### src/rtl/rf_pkg.sv
// rtl/rf_pkg.sv - shared register-file constants and address type
package rf_pkg;

    localparam int RF_AW     = 5;
    localparam int RF_DW     = 32;
    localparam int RF_NREGS  = 32;

    typedef logic [RF_AW-1:0] rf_addr_t;

    localparam rf_addr_t RF_ZERO_ADDR = '0;

endpackage

### src/rtl/rf_wb_arb.sv
// rtl/rf_wb_arb.sv - NREQ-wide one-hot write-back grant logic
//
// Ports: RF_CLK/RF_RST (pointer state only), req_valid (requests), grant (one-hot,
// combinational, all-zero when no requests).
// Build option RF_WB_RR_EN: round-robin with a last-grant pointer; otherwise
// fixed priority with the lowest index winning and no state.
module rf_wb_arb #(
    parameter int NREQ = 3
) (
    input  logic            RF_CLK,
    input  logic            RF_RST,
    input  logic [NREQ-1:0] req_valid,
    output logic [NREQ-1:0] grant
);

`ifdef RF_WB_RR_EN
    localparam int PW = $clog2(NREQ);

    logic [PW-1:0] ptr;
    logic          found;
    int            idx;

    // Search starts one past the last winner so every requester is reached
    // within NREQ-1 grants to others.
    always_comb begin
        grant = '0;
        found = 1'b0;
        idx   = 0;
        for (int k = 1; k <= NREQ; k++) begin
            idx = (int'(ptr) + k) % NREQ;
            if (!found && req_valid[idx]) begin
                grant[idx] = 1'b1;
                found      = 1'b1;
            end
        end
    end

    // Any grant is a transfer, since the write-back stage never stalls.
    always_ff @(posedge RF_CLK or posedge RF_RST) begin
        if (RF_RST) begin
            ptr <= PW'(NREQ - 1);
        end else begin
            for (int i = 0; i < NREQ; i++) begin
                if (grant[i]) begin
                    ptr <= PW'(i);
                end
            end
        end
    end
`else
    logic found;
    logic unused_clk_rst;

    assign unused_clk_rst = RF_CLK ^ RF_RST;

    always_comb begin
        grant = '0;
        found = 1'b0;
        for (int i = 0; i < NREQ; i++) begin
            if (!found && req_valid[i]) begin
                grant[i] = 1'b1;
                found    = 1'b1;
            end
        end
    end
`endif

endmodule

### src/rtl/rf_wb_sched.sv
// rtl/rf_wb_sched.sv - register-file write-back scheduler and RAW scoreboard
//
// Ports: RF_CLK, RF_RST (async, active-high); req_valid/req_addr/req_data from
// NREQ producers with one-hot req_ready; rf_w/rf_waddr/rf_wdata to the register
// file write port; issue_valid/issue_addr with issue_stall; rs_addr/rt_addr
// with rs_busy/rt_busy; wb_count (saturating committed-write count).
// Build option RF_WB_RR_EN selects round-robin arbitration in rf_wb_arb.
module rf_wb_sched
    import rf_pkg::*;
#(
    parameter int NREQ = 3,
    parameter int DW   = RF_DW,
    parameter int AW   = RF_AW
) (
    input  logic               RF_CLK,
    input  logic               RF_RST,
    input  logic [NREQ-1:0]    req_valid,
    input  logic [NREQ*AW-1:0] req_addr,
    input  logic [NREQ*DW-1:0] req_data,
    output logic [NREQ-1:0]    req_ready,
    output logic               rf_w,
    output logic [AW-1:0]      rf_waddr,
    output logic [DW-1:0]      rf_wdata,
    input  logic               issue_valid,
    input  logic [AW-1:0]      issue_addr,
    output logic               issue_stall,
    input  logic [AW-1:0]      rs_addr,
    input  logic [AW-1:0]      rt_addr,
    output logic               rs_busy,
    output logic               rt_busy,
    output logic [15:0]        wb_count
);

    logic [NREQ-1:0]     grant;
    logic                xfer;
    logic [AW-1:0]       sel_addr;
    logic [DW-1:0]       sel_data;
    logic                wb_valid;
    logic [AW-1:0]       wb_addr;
    logic [DW-1:0]       wb_data;
    logic [RF_NREGS-1:0] pending;
    logic [RF_NREGS-1:0] pending_nxt;
    logic                issue_acc;

    rf_wb_arb #(.NREQ(NREQ)) u_arb (
        .RF_CLK    (RF_CLK),
        .RF_RST    (RF_RST),
        .req_valid (req_valid),
        .grant     (grant)
    );

    assign req_ready = RF_RST ? '0 : grant;
    assign xfer      = |req_ready;

    // Grant is one-hot, so OR-ing the masked slices selects the winner.
    always_comb begin
        sel_addr = '0;
        sel_data = '0;
        for (int i = 0; i < NREQ; i++) begin
            if (req_ready[i]) begin
                sel_addr = sel_addr | req_addr[i*AW +: AW];
                sel_data = sel_data | req_data[i*DW +: DW];
            end
        end
    end

    assign rf_w     = wb_valid && (wb_addr != AW'(RF_ZERO_ADDR));
    assign rf_waddr = wb_addr;
    assign rf_wdata = wb_data;

    assign issue_stall = !RF_RST && (issue_addr != AW'(RF_ZERO_ADDR)) && pending[issue_addr];
    assign rs_busy     = !RF_RST && pending[rs_addr];
    assign rt_busy     = !RF_RST && pending[rt_addr];
    assign issue_acc   = issue_valid && !issue_stall && (issue_addr != AW'(RF_ZERO_ADDR));

    // Clear is applied before set so a same-cycle issue to the register being
    // written back keeps it pending for the new producer.
    always_comb begin
        pending_nxt = pending;
        if (wb_valid) begin
            pending_nxt[wb_addr] = 1'b0;
        end
        if (issue_acc) begin
            pending_nxt[issue_addr] = 1'b1;
        end
        pending_nxt[0] = 1'b0;
    end

    always_ff @(posedge RF_CLK or posedge RF_RST) begin
        if (RF_RST) begin
            wb_valid <= 1'b0;
            wb_addr  <= '0;
            wb_data  <= '0;
            pending  <= '0;
            wb_count <= '0;
        end else begin
            wb_valid <= xfer;
            if (xfer) begin
                wb_addr <= sel_addr;
                wb_data <= sel_data;
            end
            pending <= pending_nxt;
            if (rf_w && (wb_count != 16'hFFFF)) begin
                wb_count <= wb_count + 16'd1;
            end
        end
    end

endmodule
### config.mk
export PLATFORM = sky130hd
export DESIGN_NAME = rf_wb_sched
export DESIGN_NICKNAME = d
export VERILOG_FILES = /design/src/rtl/rf_pkg.sv /design/src/rtl/rf_wb_arb.sv /design/src/rtl/rf_wb_sched.sv
export SDC_FILE = /design/constraint.sdc
export NUM_CORES = 1
export LEC_CHECK = 0
export CORE_AREA = 2 2 106 108
export CTS_BUF_LIST = sky130_fd_sc_hd__clkbuf_8
export DETAILED_ROUTE_END_ITERATION = 10
export DIE_AREA = 0 0 108 110
export PLACE_DENSITY = 0.81
export SYNTH_ARGS = -nofsm -noshare
export SYNTH_HDL_FRONTEND = slang
export SYNTH_SLANG_ARGS = --single-unit
### constraint.sdc
create_clock -name RF_CLK -period 8.2 [get_ports RF_CLK]
set_clock_uncertainty 0.15 [all_clocks]
set_input_delay 1.23 -clock RF_CLK [delete_from_list [all_inputs] [get_ports RF_CLK]]
set_output_delay 1.23 -clock RF_CLK [all_outputs]
set_load 0.02 [all_outputs]
-- Yosys cells after proc, flatten, opt, wreduce, memory -nomap -nowiden
Index checks and enable logic that the tools add are counted.
- magnitude comparators: 6
- multipliers: 0
- reductions and logical operators: 19
- shifts and indexed selects: 0
- div/mod/pow operators: 0
- bitwise gates (word level): 7
- mux-type cells: 23
- equality and inequality tests: 1
- $add $sub $neg: 1
- operators by type and width (cell ; count):
    32-bit two-way mux ; 5
    32-bit OR ; 3
    32-bit AND ; 1
    32-bit inverter ; 1
    5-bit by 6-bit < comparator with 1-bit output, second input constant ; 4
    16-bit by 1-bit adder with 16-bit output, second input constant ; 1
    16-bit inequality test, second input constant ; 1
    1-bit binary-select mux with 5-bit select ; 3
    5-bit two-way mux ; 3
    1-bit logical AND ; 12
    1-bit demux with 5-bit select ; 2
    5-bit by 1-bit greater-or-equal comparator with 1-bit output, second input constant ; 2
    5-bit OR ; 2
    5-bit nonzero test ; 2
    1-bit two-way mux ; 9
    1-bit logical NOT ; 4
    3-bit two-way mux ; 1
    3-bit OR reduction ; 1
- bits in read-only memories: 0
- memories kept: 0
- bits in latches: 0
- bits in writable memories: 0
- bits in registers: 85
- output and inout port bits: 60

-- Longest topological paths before layout
- word-level depth: 13
- depth in mapped cells: 8
- gate-level depth less buffers: 6

-- Hierarchy
From an unflattened synthesis, not the netlist that was laid out.
- cells, all modules: 523
- area total of the unflattened synthesis: 5007.3 um^2
- modules (own cells, without submodules) (module ; times used ; area an instance (um^2) ; sequential area each (um^2) ; cells an instance):
    rf_wb_sched ; 1 ; 4981.0 ; 2127.0 ; 520
    rf_wb_arb ; 1 ; 26.3 ; 0.0 ; 3

-- Least setup slack after synthesis
Ideal clock, no wire load.
- kind: in2reg
- from: input RF_RST
- to: register wb_addr[1], in the netlist rf_waddr[1]
- arrival: 4.055 ns
- stages: 7
- setup slack: 3.864 ns
- path buffers: 3
- cells stage by stage: clkbuf_1 > inv_1 > o31ai_1 > clkbuf_1 > clkbuf_1 > nand2_1 > nand2_1
- word-level cells in the longest chain between the ends: 6
- elaborated cells on any way between the ends: 7
- RTL lines (element ; RTL line ; source):
    start: declaration ; rf_wb_sched.sv:16 ; input logic RF_RST,
    3-bit two-way mux (*) ; rf_wb_sched.sv:52 ; assign req_ready = RF_RST ? '0 : grant;
    5-bit two-way mux ; rf_wb_sched.sv:60 ; if (req_ready[i]) begin
    5-bit OR ; rf_wb_sched.sv:61 ; sel_addr = sel_addr | req_addr[i*AW +: AW];
    5-bit two-way mux ; rf_wb_sched.sv:60 ;
    5-bit OR ; rf_wb_sched.sv:61 ;
    5-bit two-way mux ; rf_wb_sched.sv:60 ;
    end signal: assignment ; rf_wb_sched.sv:99 ; wb_addr <= sel_addr;
    end: declaration ; rf_wb_sched.sv:39 ; logic [AW-1:0] wb_addr;
Every way passes the cells marked *; elsewhere a longest branch is shown, timed or not.
A chain may end at the register's enable or synchronous reset.

-- Worst setup path after layout
- from: input issue_addr[0]
- to: output issue_stall
- word-level cells in the longest chain between the ends: 3
- elaborated cells on any way between the ends: 5
- RTL lines (element ; RTL line ; source):
    start: declaration ; rf_wb_sched.sv:25 ; input logic [AW-1:0] issue_addr,
    1-bit binary-select mux with 5-bit select or 5-bit nonzero test (tied branches) ; rf_wb_sched.sv:71 ; assign issue_stall = !RF_RST && (issue_addr != AW'(RF_ZERO_ADDR)) && pending[issue_addr];
    1-bit two-way mux (implied by the code) or 1-bit logical AND (tied branches) ; rf_wb_sched.sv:71 ;
    1-bit logical AND (*) ; rf_wb_sched.sv:71 ;
    end: declaration ; rf_wb_sched.sv:26 ; output logic issue_stall,
Every way passes the cells marked *; elsewhere a longest branch is shown, timed or not. The select of a mux whose other input is x is not followed.

==> run summary <==
Pins Over Slew Limit: 0
Postcts setup bufs: 0
Hold_buf cts: 0
# DRC: 0
Vias per cell: 5.80
Clock buffer depth: 2
GRT Residual Overflow: 0
Clk slew on worst S/H paths: 0.08 ns
RSZ-0062 raised after global routing: no
CTS tree: yes
Worst setup EP type: primary output
Type of the worst min-delay path: flip-flop to flip-flop
Sequential Area: 2130 µm²
Max Freq: 190 MHz
Setup CP Type: input pin to primary output
Met2 usage: 43.5%
Synth Warn #: 0
GRT Total Usage: 25.1%
Fin crit share: 64.2%
Cell taking the most area after synthesis: dfrtp_1
PnR Total Power: 1.51 mW
Largest net degree at the start of global routing: 86
Lkg Pwr: 2.80 nW
Routability cong.: 0.939
Max cap viols: 0
Worst Setup SP: issue_addr[0]
Area grow syn2layout: 48.2%
Status: finished, final reports clean
Worst rel slew slack: 30.7%
Power per cell area: 216 nW/µm²
TritonCTS Buffers: 9
Synth top area cells: dfrtp_1 (45%), a222oi_1 (7.9%), mux4_2 (7.7%), nand2_1 (7.4%), o21ai_0 (6.1%)
Worst hold start: rf_wdata[24]
Synth top area share: 45.3%
Hpwl dp: 11.3 mm
Post-synthesis net count: 595
DR pass1 iterations: 7
Worst skew pair latency: 0.34 ns
Minimum clock period: 5.26 ns
CP arrival: 3.88 ns
Fill count: 872
Sum Neg Setup Slack: 0 ns
Peak supply drop: 0.129 mV
Endpoints failing setup: 0
IO Count: 192
Initial antenna violation count: 0
Req. time, crit path: 6.82 ns
DIE WIDTH: 108 µm
Clock H-tree levels: 3
Initial core utilization: 43.9%
DRT Wirelength: 14.7 mm
Synth unique cells: 44
Startpoint types: input pin
Worst-path maximum fanout: 21
Full die area: 11900 µm²
Share of cells above drive strength 1: 10.1%
Nets: 771
Critical R2R Launch: rf_waddr[2]
DRT antenna net count: 0
DRT iter0 DRCs: 375
Worst-margin pin slew: 1.04 ns
Row cnt: 38
Syn_area_per_cell: 10.2 µm²
N_diodes: 0
Synthesized cell area: 4700 µm²
DIE HEIGHT: 110 µm
GR Util met1: 31.5%
Final hold vios: 0
Multi-input logic area: 2450 µm²
CTS Sinks: 85
Wire per inst: 18.7 µm
Core Box Area: 10700 µm²
IO buf count: 191
Vias in the first global route: 4573
Flop and latch count out of synthesis: 85
CTS resizes: 0
Sequential area share after synthesis: 45.3%
Synth Instances: 462
Vias: 4545
Met3 Usage GRT: 5.41%
First-pass GRT wire length: 23.3 mm
Root Buffer Master: clkbuf_8
GR peak layer: met2
==> sequential cells by signal, summed over array words and instances (netlist names) <==
register and count:
pending 31, rf_waddr 5, rf_wdata 32, wb_count 16, wb_valid 1
==> worst paths after layout <==
kind	cells past startpoint	slack, ns	end
setup / recovery	6	2.94	issue_stall
hold / removal	2	0.33	rf_wdata[24]
setup reg to reg	6	5.60	wb_count[11]
hold reg to reg	2	0.33	rf_wdata[24]
max in group asynchronous	3	5.50	rf_wdata[10]
min in group asynchronous	3	1.71	rf_waddr[2]
==> critical path, cell delays in order <==
cell,delay [ns]
clkdlybuf4s50_1,1.11
mux2i_1,0.27
nor3_1,0.08
o41ai_2,0.47
a31oi_1,0.15
clkdlybuf4s50_1,0.56
==> cells in the final DEF, fill, tap and decap left out, types with 10 or more instances in the layout <==
cell / Yosys / layout
dfrtp_1: 85 / 85
a222oi_1: 37 / 37
nand3_1: 10 / 10
nand2_1: 93 / 93
o21ai_0: 57 / 57
clkdlybuf4s50_1: 0 / 191
nor2_1: 13 / 13
mux2i_1: 16 / 16
clkbuf_8: 0 / 10
mux4_2: 16 / 16
==> logic make-up (layout without fill, tap and decap cells) <==
kind of cell / count (synthesis) / in the layout / share of synthesized area (%)
xor gates and xnor gates: 15 / 15 / 2.80
DFF: 85 / 85 / 45.3
adders and majority gates: 1 / 1 / 0.266
muxes: 37 / 37 / 12.3
AOI/OAI and AO/OA: 125 / 125 / 19.5
buffers and inverters: 34 / 215 / 3.01
and+or+nand+nor: 165 / 165 / 16.9
==> metrics by stage <==
step / instances / worst slack (ns) / area [µm²] / util (%) / hold WS (ns)
2_1_floorplan: 462 / 3.86 / 4700 / - / 0.351
3_3_place_gp: 767 / 2.97 / 6720 / 62.8 / 0.309
5_1_grt: 783 / 2.73 / 6960 / 65.1 / 0.358
4_1_cts: 783 / 2.93 / 6960 / 65.1 / 0.331
3_5_place_dp: 767 / 2.95 / 6720 / 62.8 / 0.314
6_report: 783 / 2.94 / 6960 / 65.1 / 0.328
==> metal layers <==
layer	routed length, µm	share of wire [%]
met5	0	0
met4	237	1.6
met3	1040	7.1
met2	7690	52
met1	5710	39
==> power by group <==
| group | internal, mW | leakage (nW) | switching (mW) |
|---|---|---|---|
| sequential | 0.523 | 1.01 | 0.116 |
| clock | 0.208 | 0.129 | 0.142 |
| combinational | 0.283 | 1.66 | 0.235 |
| total | 1.01 | 2.80 | 0.492 |
==> cell usage after synthesis (all sizes together) <==
master and instances:
ha 1, and3b 1, xnor2 7, clkbuf 21, nor2b 5, a2111oi 1, a211oi 2, xor2 8
nand2b 3, a21oi 8, mux2 5, nor3b 3, nor4 2, and4 4, o31ai 2, o21ai 66
nor4b 3, mux2i 16, nor2 13, dfrtp 85, o22ai 2, o41ai 1, nand3 10, o41a 1
nand3b 8, a222oi 37, buf 10, a22o 1, or2 1, a31oi 3, or3 2, nor3 7
or3b 5, mux4 16, nand4 5, inv 3, nand2 93, a211o 1
==> area by class of cell <==
| class | instances | area share, % |
|---|---|---|
| multi-input combinational | 343 | 35.3 |
| sequential | 85 | 30.6 |
| timing repair buffer | 196 | 28.0 |
| tap | 140 | 2.52 |
| clock buffer | 10 | 1.98 |
| clock inverter | 6 | 1.47 |
| inverter | 3 | 0.180 |
No activity file was read; power rests on OpenSTA's default activity.
==> patch 1: new RTL, config.mk and constraints unchanged <==
Build with the macro `RF_WB_RR_EN` defined.
--- a/src/rtl/rf_wb_arb.sv
+++ b/src/rtl/rf_wb_arb.sv
@@ -4,6 +4,8 @@
 // combinational, all-zero when no requests).
 // Build option RF_WB_RR_EN: round-robin with a last-grant pointer; otherwise
 // fixed priority with the lowest index winning and no state.
+`define RF_WB_RR_EN
+
 module rf_wb_arb #(
     parameter int NREQ = 3
 ) (
Function: changed (a bounded check fails within 4 cycles, from zero or initial values and one cycle with RF_RST high).
==> patch 1 against the unedited design <==
- register-to-register slack lost 1100 ps
- sequential cell count grew 2
- count of clock-buffer cells in the layout shrank 1
- final area grew 9.7%
- synthesized cell count grew 20%
- wire length grew 12%
- maximum frequency shrank 8.8%
- area after synthesis grew 19%
- worst setup slack lost 510 ps
Power is not compared: it rests on default switching activity, and its combinational part moved more than twofold at a synthesized area within 25%.
==> patch 1: results (changes against the unedited design) <==
Synth
  – Compound-Gate Fraction of Synth Area: 24.2% (+4.7 points)
  – Synth area leaders: dfrtp_1, mux4_2, a22oi_1
  – Register area share after synthesis: 39.1% (-6.2 points)
  – Synth cell count leaders: dfrtp_1, nand2_1, o21ai_0
  – Mux cell area share after synthesis: 11.4% (-0.86 points)
  – Post-Synth XOR/XNOR Area: 2.20% (-0.60 points)
  – Syn nets: 693 (+16%)
  – Fraction of the mapped netlist area in adder cells: 1.12% (+0.86 points)

Critical path
  – RR Startpoint: u_arb.ptr[0]
  – Reg-to-reg critical path endpoint: rf_wdata[1]
  – R2r setup slk: 4520 ps (-1080 ps)
  – Worst Reg-to-Reg Cells: 9 (+3)

Placed design
  – Placed inst area: 7440 µm² (+11%)
  – DP Wirelength: 12600 µm (+12%)
  – Dpl cells: 853 (+11%)

Clocking
  – Clock-pin slew on the worst setup and hold paths: 100 ps (+20 ps)
  – Clk_lat worst skew: 370 ps (+30 ps)

Hold path
  – Worst hold stages: 1 (-1)
  – Hold path start: wb_count[11]

Outcome
  – Status: finished, final reports clean

Finish
  – FILL cells: 843 (-3.3%)
  – Layout cell share with drive strength beyond 1: 13.2% (+3.1 points)

Route
  – WL per Instance: 18.9 µm (+0.85%)
  – Initial DRC Count: 369 (-1.6%)

STA
  – Slew HR: 26.4% (-4.2 points)

Global routing
  – Tot GR Track Use: 28.2% (+3.1 points)
## patch 1: cell families after synthesis
logic type,after synthesis
AO/OA/AOI/OAI,177
buffers and inverters,49
multiplexers,40
adder cells (fa/ha/maj),5
flip-flops,87
AND/OR/NAND/NOR,184
XOR/XNOR,14
## patch 1: through the flow
step / hold WS (ps) / util [%] / power, mW / setup slack, ps
after floorplan: 353 / - / 2.04 / 2790
after global placement: 333 / 69.5 / 2.47 / 2550
after detailed placement: 367 / 69.5 / 2.53 / 2460
after CTS: 384 / 71.3 / 2.83 / 2460
after global routing: 408 / 71.3 / 3.01 / 2320
final: 368 / 71.3 / 2.82 / 2430
## patch 1: where the power goes
| group | leakage, nW | internal [mW] | switching (mW) |
|---|---|---|---|
| clock | 0.0995 | 0.119 | 0.178 |
| sequential | 1.02 | 0.639 | 0.202 |
| combinational | 1.65 | 0.765 | 0.920 |
## patch 1: metal layers
metal | vias up | routed length, µm | GRT usage [%]
met5 | - | 0 | 0
met4 | 0 | 395 | 8.33
met3 | 28 | 1200 | 7.41
met2 | 223 | 8400 | 49.4
met1 | 2549 | 6430 | 34.3
li1 | 2437 | - | -
## patch 1: worst max-delay path by stage
stage / startpoint / slack (ps) / to
4_1_cts: issue_addr[1] / 2460 / issue_stall
5_1_grt: issue_addr[1] / 2320 / issue_stall
3_3_place_gp: issue_addr[1] / 2550 / issue_stall
3_5_place_dp: issue_addr[1] / 2460 / issue_stall
6_report: issue_addr[1] / 2430 / issue_stall
2_1_floorplan: RF_RST / 2790 / req_ready[1]
## patch 1: cell type report
cell class | instances | area share, %
inverters | 10 | 0.508
well taps | 140 | 2.30
repair buffers | 196 | 25.5
clock inverters | 7 | 0.935
clock buffers | 9 | 1.62
flip-flops and latches | 87 | 28.5
multi-input cells | 420 | 40.5
==> patch 2: new RTL, same settings <==
Without the edit above. Put one more register stage on the output `wb_count`. The value now appears one clock later. The other outputs are not delayed to match.
--- a/src/rtl/rf_wb_sched.sv
+++ b/src/rtl/rf_wb_sched.sv
@@ -30,6 +30,8 @@
     output logic               rt_busy,
     output logic [15:0]        wb_count
 );
+
+    logic [15:0] wb_count_s0;
 
     logic [NREQ-1:0]     grant;
     logic                xfer;
@@ -92,7 +94,7 @@
             wb_addr  <= '0;
             wb_data  <= '0;
             pending  <= '0;
-            wb_count <= '0;
+            wb_count_s0 <= '0;
         end else begin
             wb_valid <= xfer;
             if (xfer) begin
@@ -100,10 +102,14 @@
                 wb_data <= sel_data;
             end
             pending <= pending_nxt;
-            if (rf_w && (wb_count != 16'hFFFF)) begin
-                wb_count <= wb_count + 16'd1;
+            if (rf_w && (wb_count_s0 != 16'hFFFF)) begin
+                wb_count_s0 <= wb_count_s0 + 16'd1;
             end
         end
     end
 
+    always_ff @(posedge RF_CLK) begin
+        wb_count <= wb_count_s0;
+    end
+
 endmodule
Formal check against the unedited RTL: not equivalent (a bounded check fails within 4 cycles, from zero or initial values and one cycle with RF_RST high).
==> patch 2 against the unedited design <==
- sequential cell count up 16
- wire length up 21%
- final area up 8.7%
- worst hold slack worse by 54 ps
- worst setup slack worse by 470 ps
- area after synthesis up 14%
- clock power up 5%
- total power up 11%
- synthesized cell count up 11%
- critical path depth up 1
- critical endpoint unchanged
==> patch 2: results (changes against the unedited design) <==
Synth
  – Syn nets: 648 (+8.9%)
  – Synth area leaders: dfrtp_1, a222oi_1, nand2_1
  – Distinct cells, synth: 58 (+32%)
  – Ys async rst share: 84.2% (-16 points)
  – Yosys Warn Count: 0 (unchanged)
  – Synth cell count leaders: nand2_1, dfrtp_1, a222oi_1
  – Register area share after synthesis: 45.6% (+0.31 points)

Finish
  – Final Net Count: 814 (+5.6%)
  – FILL cells: 796 (-8.7%)
  – Layout cell share with drive strength beyond 1: 8.89% (-1.2 points)

Outcome
  – Status: finished, final reports clean

Critical path
  – R2r setup slk: 5930 ps (+330 ps)
  – RR Startpoint: pending[23]
  – Reg-to-reg critical path endpoint: pending[8]
  – Critical path fanouts, max: 17 (-19%)
  – CP Data Arrival Time: 4360 ps (+480 ps)
  – Worst Reg-to-Reg Cells: 5 (-1)

Clocking
  – Setup Fix Bufs, Post-CTS: 0 (unchanged)
  – Clk_lat worst skew: 370 ps (+30 ps)
  – Total CTS buffers: 9 (unchanged)
  – Post-cts gate resize count: 0 (unchanged)

Placed design
  – Worst slack, placed: 2540 ps (-409 ps)
  – Gpl congestion: 0.958 (+2.1%)
  – DP Wirelength: 13400 µm (+19%)
  – IO Port Bufs: 191 (unchanged)

Pwr
  – Leak Pwr: 2.99 nW (+6.8%)
  – Worst IR drop on VDD: 116 µV (-10%)
  – Pint: 1.12 mW (+10%)
  – Pwr per Cell Area: 222 nW/µm² (+2.4%)

Global routing
  – Vias in the first global route: 5284 (+16%)
  – Tot GR Track Use: 30.8% (+5.8 points)
  – Largest net degree at the start of global routing: 54 (-37%)
  – First-pass GRT wire length: 28100 µm (+21%)
  – Initial antenna violation count: 0 (unchanged)

Hold path
  – Hold path start: wb_count_s0[7]
  – Endpoint, Worst Hold: wb_count[7]
  – Worst hold stages: 0 (-2)

Route
  – Initial DRC Count: 614 (+64%)
  – Routed wire length: 17800 µm (+21%)
  – Routed vias: 5236 (+15%)

STA
  – Slew HR: 33.0% (+2.4 points)
==> patch 2: per-stage QoR <==
stage               std cells  hold slack [ps]  area (µm²)
CTS                       826              275        7560
floorplan                 515              228        5370
detailed placement        810              248        7330
global placement          810              243        7330
global route              826              281        7560
finish                    826              274        7560
==> patch 2: final cells by class <==
cell class	instances	area, µm²	area share (%)
inverters	3	12.5	0.165
clock inverters	7	113	1.49
flip-flops and latches	101	2450	32.4
well taps	140	175	2.32
repair buffers	196	1950	25.8
multi-input cells	370	2740	36.3
clock buffers	9	124	1.64
==> patch 2: layer usage <==
layer,up-vias,wire [µm],global-route usage (%)
li1,2330,-,-
met1,2547,7200,40.4
met2,318,8700,51.0
met3,41,1540,5.88
met4,0,394,12.2
met5,-,0,0
==> patch 2: cell families after synthesis <==
kind of cell,after synthesis,synth area share [%]
compound gates,117,17.9
xor+xnor,15,2.45
fa+ha+maj,1,0.233
buf+inv,44,3.78
flops,101,45.6
mux,44,12.2
simple gates,193,17.9
==> patch 2: worst max-delay path by stage <==
| stage | startpoint | end | slack, ps | depth (start not counted) |
|---|---|---|---|---|
| after detailed placement | issue_addr[0] | issue_stall | 2540 | 7 |
| after global placement | issue_addr[0] | issue_stall | 2600 | 7 |
| after CTS | issue_addr[0] | issue_stall | 2540 | 7 |
| after floorplan | RF_RST | rf_wdata[10] | 3810 | 7 |
| final | issue_addr[0] | issue_stall | 2460 | 7 |
| after global routing | issue_addr[0] | issue_stall | 2310 | 7 |
==> patch 2: critical path: stages <==
cell             delay (ps)
clkdlybuf4s50_1        1000
nor2b_1                 730
and3_1                  310
nor4_2                   70
and3_1                  190
a21oi_1                 170
clkdlybuf4s50_1         640
==> patch 2: power by group through the flow <==
stage / Sequential, mW / Combinational [mW] / Clock, mW
finish: 0.745 / 0.562 / 0.369
global route: 0.758 / 0.603 / 0.396
CTS: 0.739 / 0.561 / 0.376
detailed placement: 0.748 / 0.558 / 0
global placement: 0.746 / 0.546 / 0
floorplan: 0.746 / 0.295 / 0
